### config.mk
export PLATFORM = sky130hd
export DESIGN_NAME = snake_head_step
export DESIGN_NICKNAME = d
export VERILOG_FILES = /design/src/rtl/snake_pkg.sv /design/src/rtl/snake_head_step_dir_fifo2.sv /design/src/rtl/snake_head_step.sv
export SDC_FILE = /design/constraint.sdc
export NUM_CORES = 1
export LEC_CHECK = 0
export ABC_CLOCK_PERIOD_IN_PS = 3390
export BUFFER_PORTS_ARGS = -buffer_cell sky130_fd_sc_hd__buf_2
export CAP_MARGIN = 15
export CORE_MARGIN = 2
export CORE_UTILIZATION = 45
export DETAILED_ROUTE_END_ITERATION = 12
export GPL_ROUTABILITY_DRIVEN = 0
export GPL_TIMING_DRIVEN = 0
export HOLD_SLACK_MARGIN = 0.12
export PLACE_DENSITY = 0.66
export SYNTH_ARGS = -nofsm -noshare
export SYNTH_HDL_FRONTEND = slang
export SYNTH_SLANG_ARGS = --single-unit
### constraint.sdc
create_clock -name clk -period 3.39 [get_ports clk]
set_input_delay 0.8475 -clock clk [delete_from_list [all_inputs] [get_ports clk]]
set_output_delay 0.8475 -clock clk [all_outputs]
set_load 0.02 [all_outputs]
### src/rtl/snake_pkg.sv
// Shared encodings for the snake head stepper: direction codes, FSM states
// and the direction-reversal helper.
package snake_pkg;

  typedef enum logic [1:0] {
    DIR_UP    = 2'd0,
    DIR_RIGHT = 2'd1,
    DIR_DOWN  = 2'd2,
    DIR_LEFT  = 2'd3
  } dir_e;

  typedef enum logic [1:0] {
    ST_WAIT  = 2'd0,
    ST_RUN   = 2'd1,
    ST_CRASH = 2'd2
  } state_e;

  // Opposite directions differ only in bit 1 of the encoding.
  function automatic logic [1:0] reverseDir(input logic [1:0] dir);
    return dir ^ 2'b10;
  endfunction

endpackage

### src/rtl/snake_head_step_dir_fifo2.sv
// Two-entry direction request FIFO. A same-cycle pop and push behaves as
// pop first, then push; a push into a full FIFO is dropped.
module dir_fifo2
  import snake_pkg::*;
(
  input  logic       clk,
  input  logic       clr,
  input  logic       push_i,
  input  logic [1:0] data_i,
  input  logic       pop_i,
  output logic [1:0] head_o,
  output logic [1:0] newest_o,
  output logic       full_o,
  output logic       empty_o
);

  logic [1:0] slot0_q, slot0_d;
  logic [1:0] slot1_q, slot1_d;
  logic [1:0] count_q, count_d;
  logic       doPop;
  logic       doPush;

  // slot0 always holds the oldest entry, so a pop just shifts slot1 down.
  always_comb begin
    slot0_d = slot0_q;
    slot1_d = slot1_q;
    count_d = count_q;
    doPop   = pop_i && (count_q != 2'd0);
    doPush  = push_i && (count_q != 2'd2);
    if (doPop) begin
      slot0_d = slot1_q;
      count_d = count_q - 2'd1;
    end
    if (doPush) begin
      if (count_d == 2'd0) begin
        slot0_d = data_i;
      end else begin
        slot1_d = data_i;
      end
      count_d = count_d + 2'd1;
    end
  end

  always_ff @(posedge clk) begin
    if (!clr) begin
      slot0_q <= 2'd0;
      slot1_q <= 2'd0;
      count_q <= 2'd0;
    end else begin
      slot0_q <= slot0_d;
      slot1_q <= slot1_d;
      count_q <= count_d;
    end
  end

  assign head_o   = slot0_q;
  assign newest_o = (count_q == 2'd2) ? slot1_q : slot0_q;
  assign full_o   = (count_q == 2'd2);
  assign empty_o  = (count_q == 2'd0);

endmodule

### src/rtl/snake_head_step.sv
// Snake head stepper: filters and queues direction requests, advances the head
// one cell per move tick. Define SNAKE_WALL_CRASH_EN to crash on walls instead of wrapping.
module snake_head_step
  import snake_pkg::*;
#(
  parameter int GRID_W  = 32,
  parameter int GRID_H  = 24,
  parameter int START_X = 16,
  parameter int START_Y = 12,
  parameter int XW      = 5,
  parameter int YW      = 5
) (
  input  logic          clk,
  input  logic          clr,
  input  logic          move,
  input  logic          dir_valid,
  input  logic [1:0]    dir_code,
  output logic          dir_ready,
  output logic [XW-1:0] head_x,
  output logic [YW-1:0] head_y,
  output logic [1:0]    cur_dir,
  output logic          step_valid,
  output logic          running
`ifdef SNAKE_WALL_CRASH_EN
  ,
  output logic          crash
`endif
);

  state_e        state_q, state_d;
  logic [XW-1:0] headX_q, headX_d;
  logic [YW-1:0] headY_q, headY_d;
  logic [1:0]    curDir_q, curDir_d;
  logic          stepValid_q, stepValid_d;
  logic          running_q, running_d;

  logic [1:0]    fifoHead;
  logic [1:0]    fifoNewest;
  logic          fifoFull;
  logic          fifoEmpty;
  logic          fifoPush;
  logic          fifoPop;

  logic [1:0]    refDir;
  logic          acceptCode;
  logic [1:0]    stepDir;
  logic [XW-1:0] nextX;
  logic [YW-1:0] nextY;
  logic          wraps;
  logic          takeStep;

  dir_fifo2 u_fifo (
    .clk      (clk),
    .clr      (clr),
    .push_i   (fifoPush),
    .data_i   (dir_code),
    .pop_i    (fifoPop),
    .head_o   (fifoHead),
    .newest_o (fifoNewest),
    .full_o   (fifoFull),
    .empty_o  (fifoEmpty)
  );

`ifdef SNAKE_WALL_CRASH_EN
  assign dir_ready = !fifoFull && (state_q != ST_CRASH);
  assign crash     = (state_q == ST_CRASH);
`else
  assign dir_ready = !fifoFull;
`endif

  // Requests are judged against the pre-pop newest entry, so a same-cycle pop never changes the verdict.
  assign refDir     = fifoEmpty ? curDir_q : fifoNewest;
  assign acceptCode = ((state_q == ST_WAIT) && fifoEmpty) ||
                      ((dir_code != refDir) && (dir_code != reverseDir(refDir)));
  assign fifoPush   = dir_valid && dir_ready && acceptCode;
  assign stepDir    = fifoEmpty ? curDir_q : fifoHead;

  always_comb begin
    nextX = headX_q;
    nextY = headY_q;
    wraps = 1'b0;
    case (stepDir)
      DIR_UP: begin
        if (headY_q == '0) begin
          nextY = YW'(GRID_H - 1);
          wraps = 1'b1;
        end else begin
          nextY = headY_q - YW'(1);
        end
      end
      DIR_DOWN: begin
        if (headY_q == YW'(GRID_H - 1)) begin
          nextY = '0;
          wraps = 1'b1;
        end else begin
          nextY = headY_q + YW'(1);
        end
      end
      DIR_LEFT: begin
        if (headX_q == '0) begin
          nextX = XW'(GRID_W - 1);
          wraps = 1'b1;
        end else begin
          nextX = headX_q - XW'(1);
        end
      end
      default: begin
        if (headX_q == XW'(GRID_W - 1)) begin
          nextX = '0;
          wraps = 1'b1;
        end else begin
          nextX = headX_q + XW'(1);
        end
      end
    endcase
  end

  always_comb begin
    state_d     = state_q;
    headX_d     = headX_q;
    headY_d     = headY_q;
    curDir_d    = curDir_q;
    running_d   = running_q;
    stepValid_d = 1'b0;
    fifoPop     = 1'b0;
    takeStep    = 1'b0;

    case (state_q)
      ST_WAIT: takeStep = move && !fifoEmpty;
      ST_RUN:  takeStep = move;
      default: takeStep = 1'b0;
    endcase

    if (takeStep) begin
`ifdef SNAKE_WALL_CRASH_EN
      if (wraps) begin
        state_d = ST_CRASH;
      end else begin
`endif
        fifoPop     = !fifoEmpty;
        curDir_d    = stepDir;
        headX_d     = nextX;
        headY_d     = nextY;
        stepValid_d = 1'b1;
        running_d   = 1'b1;
        state_d     = ST_RUN;
`ifdef SNAKE_WALL_CRASH_EN
      end
`endif
    end
  end

  always_ff @(posedge clk) begin
    if (!clr) begin
      state_q     <= ST_WAIT;
      headX_q     <= XW'(START_X);
      headY_q     <= YW'(START_Y);
      curDir_q    <= DIR_RIGHT;
      stepValid_q <= 1'b0;
      running_q   <= 1'b0;
    end else begin
      state_q     <= state_d;
      headX_q     <= headX_d;
      headY_q     <= headY_d;
      curDir_q    <= curDir_d;
      stepValid_q <= stepValid_d;
      running_q   <= running_d;
    end
  end

  assign head_x     = headX_q;
  assign head_y     = headY_q;
  assign cur_dir    = curDir_q;
  assign step_valid = stepValid_q;
  assign running    = running_q;

endmodule

Word level (Yosys, flattened, before mapping)
Index checks and enable logic that the tools add are counted.
- register bits: 20
- latch bits: 0
- memory bits (writable): 0
- memory bits (read-only): 0
- bits of input ports: 6
- output and inout port bits: 15
- word-level logic and storage cells: 64
- memories: 0
- add/subtract/negate cells: 6
- multipliers: 0
- divide/modulo/power cells: 0
- order comparisons: 0
- eq/ne operators: 8
- shifts and indexed selects: 0
- muxes and demuxes: 17
- bitwise logic cells: 3
- reduce and logical (&&, ||, !) cells: 22
- operator list (kind ; count):
    two-way mux 5 bit ; 4
    one-hot mux 5 bit (2 select lines) ; 2
    two-way mux 2 bit ; 8
    adder 5 x 1 -> 5 bit, second input constant ; 2
    equality test 5 bit, second input constant ; 2
    zero test 5 bit ; 2
    subtractor 5 x 1 -> 5 bit, second input constant ; 2
    zero test 2 bit ; 4
    logical AND 1 bit ; 7
    equality test 2 bit, second input constant ; 3
    AND reduction 2 bit ; 3
    != test 2 bit ; 2
    nonzero test 2 bit ; 2
    NOT 1 bit ; 3
    adder 2 x 1 -> 2 bit, second input constant ; 1
    zero test 1 bit ; 2
    two-way mux 1 bit ; 2
    != test 2 bit, second input constant ; 1
    one-hot mux 1 bit (2 select lines) ; 1
    OR reduction 2 bit ; 1
    subtractor 2 x 1 -> 2 bit, second input constant ; 1
    logical OR 1 bit ; 1

Longest topological paths before layout
Gate-level depths: netlist of the first run.
- depth after elaboration: 10
- depth in mapped cells: 10
- gate-level depth less buffers: 9

Modules after synthesis
A second synthesis of the first run with hierarchy kept.
- cell total of the unflattened synthesis: 165
- area total of the unflattened synthesis: 1395.1 um2
- modules (own cells, without submodules) (module ; instances ; cells an instance ; area an instance (um2) ; sequential area each (um2)):
    snake_head_step ; 1 ; 129 ; 1038.5 ; 280.3
    dir_fifo2 ; 1 ; 36 ; 356.6 ; 120.1

Least setup slack after synthesis of the first run
OpenSTA, ideal clock, no wires.
- path kind: input to register
- from: in move
- to: reg u_fifo.slot0_q[0] (netlist: u_fifo.head_o[0])
- library setup time: 0.072 ns
- data arrival time: 1.992 ns
- slack: 1.327 ns
- stages on the path: 6
- path buffers: 0
- cell sequence: nor2b_1 > xnor2_1 > ha_1 > inv_1 > a211oi_4 > mux2i_1
- word-level cells in the longest chain between the ends: 8
- elaborated cells between the ends (all ways): 9
- classes of those cells: 6 x mux; 3 x reduce/logical
- RTL lines (item ; line ; text):
    start, declared ; snake_head_step.sv:15 ; input logic move,
    logical AND 1 bit ; snake_head_step.sv:129 ; ST_WAIT: takeStep = move && !fifoEmpty;
    one-hot mux 1 bit (2 select lines) * ; snake_head_step.sv:128 ; case (state_q)
    two-way mux 1 bit * ; snake_head_step.sv:134 ; if (takeStep) begin
    logical AND 1 bit * ; snake_head_step_dir_fifo2.sv:28 ; doPop = pop_i && (count_q != 2'd0);
    two-way mux 2 bit ; snake_head_step_dir_fifo2.sv:30 ; if (doPop) begin
    zero test 2 bit ; snake_head_step_dir_fifo2.sv:35 ; if (count_d == 2'd0) begin
    two-way mux 2 bit ; snake_head_step_dir_fifo2.sv:35 ;
    two-way mux 2 bit * ; snake_head_step_dir_fifo2.sv:34 ; if (doPush) begin
    end signal, assigned ; snake_head_step_dir_fifo2.sv:50 ; slot0_q <= slot0_d;
    end, declared ; snake_head_step_dir_fifo2.sv:17 ; logic [1:0] slot0_q, slot0_d;
Every way passes the cells marked *; elsewhere a longest branch is shown, timed or not.
A chain may end at the register's enable or synchronous reset.

Final worst setup path of the first run
- from: reg u_fifo.count_q[0]
- to: reg u_fifo.slot0_q[0] (netlist: u_fifo.head_o[0])
- word-level cells in the longest chain between the ends: 10
- elaborated cells between the ends (all ways): 27
- classes of those cells: 1 x add/sub; 4 x eq/ne; 8 x mux; 1 x bitwise; 13 x reduce/logical
- RTL lines (item ; line ; text):
    start, declared ; snake_head_step_dir_fifo2.sv:19 ; logic [1:0] count_q, count_d;
    start signal, assigned ; snake_head_step_dir_fifo2.sv:52 ; count_q <= count_d;
    zero test 2 bit or equality test 2 bit (tied branches) ; snake_head_step_dir_fifo2.sv:59, snake_head_step_dir_fifo2.sv:57, snake_head_step_dir_fifo2.sv:58 ;
    zero test 1 bit or two-way mux 2 bit (tied branches) ; snake_head_step.sv:129, snake_head_step.sv:140, snake_head_step_dir_fifo2.sv:57 ;
    logical AND 1 bit or two-way mux 2 bit (tied branches) ; snake_head_step.sv:129, snake_head_step.sv:72 ;
    one-hot mux 1 bit (2 select lines) or NOT 1 bit (tied branches) ; - ;
    two-way mux 1 bit or != test 2 bit (tied branches) ; snake_head_step.sv:134, snake_head_step.sv:74 ;
    logical AND 1 bit, on equally long branches ; snake_head_step_dir_fifo2.sv:28, snake_head_step.sv:74 ;
    two-way mux 2 bit or logical OR 1 bit (tied branches) ; snake_head_step_dir_fifo2.sv:30, snake_head_step.sv:73 ;
    zero test 2 bit or logical AND 1 bit (tied branches) ; snake_head_step_dir_fifo2.sv:35, snake_head_step.sv:75 ;
    two-way mux 2 bit or logical AND 1 bit (tied branches) ; snake_head_step_dir_fifo2.sv:35, snake_head_step_dir_fifo2.sv:29 ;
    two-way mux 2 bit * ; snake_head_step_dir_fifo2.sv:34 ;
Marks and branches as above.

==> reports/results.txt, run 1 <==
Post-Syn Area: 0.00135 mm^2
CP Class: flop to flop
Fin crit share: 67.0%
DRC: 2
# setup viols final: 0
Failing checks: DRC
Post-DRT Antenna Nets: 0
Yosys reg bits: 20
CP max FO: 10
Most frequent cells in the layout: buf_2 (20), dfxtp_1 (20), nand2_1 (18), a21oi_1 (13), inv_1 (12)
Port Buffer Count: 19
Hold depth: 2
Post-synth net total: 172
Slew Viols, Final: 0
Compound-gate portion of the synthesized area: 23.1%
Mux cell area share after synthesis: 9.35%
Vias in the first global route: 1169
Max Cap Viol: 0
Via density: 5.82
Slowest-stage cell, CP: dfxtp_1
Core ar.: 0.00281 mm^2
Mapped Avg Cell Area: 8.55 um^2
Max incr delay on CP: 0.37 ns
PwrDens: 672 mW/mm^2
Antenna violations before repair: 0
Share of cells above drive strength 1: 20.0%
Post-CTS Hold Buffers: 0
Critical path data required time: 3.63 ns
Post-Route WL: 2980 um
Ant. Diodes: 0
Peak supply drop: 295 uV
Starting density of the core: 48.2%
Main area contributors after synthesis: dfxtp_1 (30%), ha_1 (7.4%), mux2i_1 (5.2%)
Endpoints failing hold: 0
Worst Setup End Kind: flop
Number of fill cells: 287
Hold WC Path Type: flop to flop
Reg2reg end: u_fifo.head_o[0]$_SDFF_PN0_
Setup slack, reg-to-reg: 1.12 ns
Cell Rows: 19
Die area: 0.00346 mm^2
WL/cell: 14.1 um
First drt pass iteration count: 8
Adder-Cell Fraction of Synth Area: 7.41%
Nets: 196
Grt ovf: 0
Largest family of logic cells by synthesized area: compound AO/OA/AOI/OAI gates
CP startpoint kind: flop
Hold EP: u_fifo.slot1_q[0]$_SDFFE_PN0P_
Crit path DAT: 2.51 ns
CTS Buffer Depth: 2
Reg2Reg Depth: 9
H-tree level count: 1
Top_reg_cell synth: dfxtp_1
Place WS: 0.960 ns
Synth Area in Simple Gates: 21.5%
Yosys cell types: 46
Initial DRC count: 62
Sequential cell area: 400 um^2
Crit path max-delay family: adder cells
TNS Setup: 0 ns
CTS tree: built
First-pass GRT wire length: 5110 um
CP Buf/Inv Count: 3
Syn Inst Count: 158
Min cycle time layout: 2.27 ns
XOR/XNOR Fraction of Synth Area: 3.89%
Ports: 21
Multi-input gate area: 882 um^2
R2r startpoint: u_fifo.count_q[0]$_SDFF_PN0_
Die H: 58.8 um
Setup Fix Bufs, Post-CTS: 0
Max_slew headroom: 67.0%
Layout overhead on the synthesized area: 11.6%
Ys Warns: 0
CP Cell Sequence: inv_1, ha_1, buf_4, nor2b_1, xnor2_1, ha_1, inv_1, a211oi_4, mux2i_1
Tightest Pin Transition: 0.492 ns
Synth async-reset ratio: 0%
Worst-path clk slew: 0.11 ns
Fmax: 440 MHz
Routed vias: 1227
Clock sinks: 20
Worst path depth: 9
Root buffer cell: clkbuf_4
Dominant cell type by area after synthesis: dfxtp_1
Min-delay src: u_fifo.slot1_q[0]$_SDFFE_PN0P_
Detailed Place HPWL: 2340 um
Clock skew: 0.00602 ns
Clk_lat worst skew: 0.30 ns
PostCTS Resize Cnt: 0
Synth top area share: 29.6%
CTS buffer count: 3
EDFF count, synth: 0
RSZ-0062 raised after global routing: no
Status: complete, but fails checks
P_leak: 0.619 nW
Post-route setup slack: 1.12 ns
Sequential share of the synthesized area: 29.6%
Die X: 58.8 um
Total track usage: 19.2%
Largest net degree at the start of global routing: 11
## worst min-delay path: stages, from the launching register on
cell and delay (ns):
dfxtp_1 0.33, nand2_1 0.05, mux2i_1 0.05
## state kept, by name (all words and copies together) (netlist names)
signal	count
head_x	5
u_fifo.count_q	2
step_valid	1
u_fifo.slot1_q	2
head_y	5
cur_dir	2
u_fifo.head_o	2
running	1
## routing by layer
layer	GRT usage [%]	share of wire, %
met1	23.4	43
met2	33.8	52
met3	4.84	4.9
met4	4.55	0.54
met5	0	0
## cell usage after synthesis (2+ instances only)
library cell / n
dfxtp_1: 20
nand2_1: 18
a21oi_1: 13
inv_1: 12
ha_1: 8
o21ai_0: 8
mux2i_1: 7
nor2_1: 7
xnor2_1: 6
nand3_1: 5
nand2b_1: 4
clkbuf_1: 3
mux2_2: 3
o211ai_1: 3
a211oi_4: 2
a21o_1: 2
and3b_1: 2
nor2b_1: 2
nor3_1: 2
nor3b_1: 2
o211a_1: 2
o21ai_1: 2
or3_1: 2
## area by class of cell
| cell class | instances | area share [%] |
|---|---|---|
| multi-input combinational | 121 | 58.5 |
| sequential | 20 | 26.6 |
| timing repair buffer | 19 | 6.31 |
| inverter | 12 | 2.99 |
| tap | 31 | 2.57 |
| buffer | 5 | 1.58 |
| clock buffer | 3 | 1.49 |
## per-stage QoR
| step | instance area (um^2) | hold WS [ns] | std cells | power (mW) | utilization (%) |
|---|---|---|---|---|---|
| 5_1_grt | 1510 | 0.518 | 211 | 1.10 | 53.7 |
| 6_report | 1510 | 0.476 | 211 | 1.01 | 53.7 |
| 2_1_floorplan | 1350 | 0.432 | 158 | 0.780 | - |
| 3_3_place_gp | 1490 | 0.443 | 208 | 0.883 | 52.9 |
| 4_1_cts | 1510 | 0.482 | 211 | 1.02 | 53.7 |
| 3_5_place_dp | 1490 | 0.459 | 208 | 0.904 | 52.9 |
## report_power, final
| group | switching (mW) | internal (mW) |
|---|---|---|
| sequential | 0.0562 | 0.286 |
| clock | 0.0727 | 0.0414 |
| combinational | 0.323 | 0.233 |
## kinds of logic after synthesis
logic type,Yosys count
DFF,20
xor gates and xnor gates,6
and+or+nand+nor,53
buffers and inverters,17
adders and majority gates,8
muxes,11
AOI/OAI and AO/OA,43
## worst max path at each step
stage,endpoint,startpoint,slack (ns)
5_1_grt,u_fifo.head_o[1]$_SDFF_PN0_,u_fifo.count_q[0]$_SDFF_PN0_,0.90
6_report,u_fifo.head_o[0]$_SDFF_PN0_,u_fifo.count_q[0]$_SDFF_PN0_,1.12
3_5_place_dp,u_fifo.head_o[0]$_SDFF_PN0_,move,0.96
2_1_floorplan,u_fifo.head_o[0]$_SDFF_PN0_,move,1.33
3_3_place_gp,u_fifo.head_o[1]$_SDFF_PN0_,move,0.98
4_1_cts,u_fifo.head_o[0]$_SDFF_PN0_,u_fifo.count_q[0]$_SDFF_PN0_,1.10
Note: power is estimated with default switching activity, not from simulation.
==> run 2: changes to the inputs <==
--- a/config.mk
+++ b/config.mk
@@ -5,7 +5,7 @@
 export SDC_FILE = /design/constraint.sdc
 export NUM_CORES = 1
 export LEC_CHECK = 0
-export ABC_CLOCK_PERIOD_IN_PS = 3390
+export ABC_CLOCK_PERIOD_IN_PS = 1950
 export BUFFER_PORTS_ARGS = -buffer_cell sky130_fd_sc_hd__buf_2
 export CAP_MARGIN = 15
 export CORE_MARGIN = 2
@@ -14,7 +14,7 @@
 export GPL_ROUTABILITY_DRIVEN = 0
 export GPL_TIMING_DRIVEN = 0
 export HOLD_SLACK_MARGIN = 0.12
-export PLACE_DENSITY = 0.66
+export PLACE_DENSITY = 0.68
 export SYNTH_ARGS = -nofsm -noshare
 export SYNTH_HDL_FRONTEND = slang
 export SYNTH_SLANG_ARGS = --single-unit
==> constraint.sdc (replaced) <==
create_clock -name clk -period 1.95 [get_ports clk]
set_input_delay 0.4875 -clock clk [delete_from_list [all_inputs] [get_ports clk]]
set_output_delay 0.4875 -clock clk [all_outputs]
set_load 0.02 [all_outputs]
==> run 2 against run 1 <==
  * The run still ends with DRC left
  * Fmax grew 21%
  * Critical path depth increased by 1
  * Sequential cell count is the same
  * Non-clock buffer count increased by 6
  * Sequential power is 75% higher
  * Wire length grew 3.9%
  * First-iteration DRC count decreased by 53%
  * Critical path type unchanged
  * Largest cell class unchanged
  * Power up 94%
  * Highest routed layer unchanged
==> reports/results.txt, run 2 (same netlist as run 1, synthesis figures left out) <==
Status: complete, but fails checks
Failing checks: DRC
Clock power frac: 10.0%
Layout overhead on the synthesized area: 19.6%
Placed cell area: 0.00149 mm^2
Grt ovf: 0
Total track usage: 19.7%
Pwr Total: 1.96 mW
Switching power total: 846 uW
Post-DRT Antenna Nets: 0
Power share of the sequential group: 30.4%
Final Util: 57.6%
CP Class: flop to flop
Post-route cell area: 0.00162 mm^2
P_leak: 0.674 nW
RSZ-0062 raised after global routing: yes
Die H: 58.8 um
First-pass GRT wire length: 5270 um
Die X: 58.8 um
Clock skew: 0.00547 ns
Critical path data required time: 2.18 ns
Max_slew headroom: 63.7%
First drt pass iteration count: 8
Share of cells above drive strength 1: 27.4%
Detailed Place HPWL: 2350 um
Met2 usage: 35.4%
Worst Setup End Kind: flop
Crit path max-delay family: adder cells
Fin crit share: 96.2%
CP startpoint kind: flop
Number of fill cells: 254
CTS tree: built
CP max FO: 4
Worst-path clk slew: 0.11 ns
Initial DRC count: 29
Antenna violations before repair: 0
Commonest non-fill, non-tap cell in the layout: buf_2
Hold WC Path Type: input pin to flop
Clk_lat worst skew: 0.30 ns
Tightest Pin Transition: 0.541 ns
Crit path DAT: 2.11 ns
Most frequent cells in the layout: buf_2 (20), dfxtp_1 (19), nand2_1 (18), inv_1 (12), a21oi_1 (12)
Nets: 202
CTS Buffer Depth: 2
Die area: 0.00346 mm^2
Max incr delay on CP: 0.35 ns
Ant. Diodes: 0
Fmax: 533 MHz
Fin Hold WS: 0.453 ns
Multi-input gate area: 937 um^2
Post-route setup slack: 0.0738 ns
Vias in the first global route: 1210
Core ar.: 0.00281 mm^2
DRC: 1
Endpoints failing hold: 0
Largest net degree at the start of global routing: 11
Root buffer cell: clkbuf_4
CTS buffer count: 3
Via density: 5.70
Slew Viols, Final: 0
Ports: 21
Port Buffer Count: 19
Post-Route WL: 3090 um
Max Cap Viol: 0
H-tree level count: 1
P_int: 1.12 mW
Place WS: -0.164 ns
Peak supply drop: 758 uV
Routed vias: 1236
Slowest-stage cell, CP: dfxtp_1
Sequential cell area: 402 um^2
Post-CTS Hold Buffers: 0
WL/cell: 14.3 um
Cell Rows: 19
Met1 Resource Use GR: 24.0%
Logic pwr share: 59.5%
CP Buf/Inv Count: 3
PwrDens: 1220 mW/mm^2
Clock sinks: 20
Starting density of the core: 48.2%
Met3 Use GR: 4.62%
# setup viols final: 0
CP Cell Sequence: inv_1, ha_2, buf_6, nor2b_4, nor2_1, nor2_1, ha_2, inv_1, a211oi_4, mux2i_1
Min cycle time layout: 1.88 ns
Switching Share: 43.0%
GRT busiest layer: met2
==> run 2: timing repair <==
item | CTS | global route
setup endpoints to repair | 4 | 8
resized for setup | 7 | 7
pin swaps | 3 | 3
gates cloned | 0 | 0
buffers inserted | 5 | 1
==> run 2: through the flow <==
step | instances | setup TNS [ns]
2_1_floorplan | 158 | 0
3_3_place_gp | 208 | -0.308
3_5_place_dp | 208 | -0.451
4_1_cts | 216 | 0
5_1_grt | 217 | -0.117
6_report | 217 | 0
==> run 2: final timing paths <==
kind	slack, ns	startpoint	depth (start not counted)	end
setup reg to reg	0.07	u_fifo.count_q[1]$_SDFF_PN0_	10	u_fifo.head_o[1]$_SDFF_PN0_
setup / recovery	0.07	u_fifo.count_q[1]$_SDFF_PN0_	10	u_fifo.head_o[1]$_SDFF_PN0_
hold / removal	0.45	dir_code[1]	3	u_fifo.slot1_q[1]$_SDFFE_PN0P_
hold reg to reg	0.47	u_fifo.slot1_q[0]$_SDFFE_PN0P_	2	u_fifo.slot1_q[0]$_SDFFE_PN0P_
==> run 2: layout make-up <==
| class | instances | area share, % |
|---|---|---|
| repair buffers | 25 | 8.90 |
| inverters | 12 | 2.79 |
| multi-input cells | 121 | 58.0 |
| plain buffers | 5 | 1.70 |
| clock buffers | 3 | 1.39 |
| well taps | 31 | 2.40 |
| flip-flops and latches | 20 | 24.8 |
==> run 2: routing by layer <==
| layer | part of all wire (%) | routed length [um] | vias to the layer above |
|---|---|---|---|
| met5 | 0 | 0 | - |
| met4 | 0.68 | 21 | 0 |
| met3 | 3.4 | 105 | 4 |
| met2 | 52 | 1620 | 20 |
| met1 | 44 | 1350 | 591 |
| li1 | - | - | 621 |
==> run 2: tightest hold or removal path, stage by stage <==
cell     delay [ns]
buf_2          0.09
nand2_1        0.06
mux2i_1        0.07
==> run 2: power groups by stage <==
stage	Sequential [mW]	Combinational, mW	Clock, mW
2_1_floorplan	0.646	0.715	0
3_3_place_gp	0.598	0.941	0
3_5_place_dp	0.603	0.970	0
4_1_cts	0.595	1.12	0.205
5_1_grt	0.617	1.29	0.221
6_report	0.598	1.17	0.197
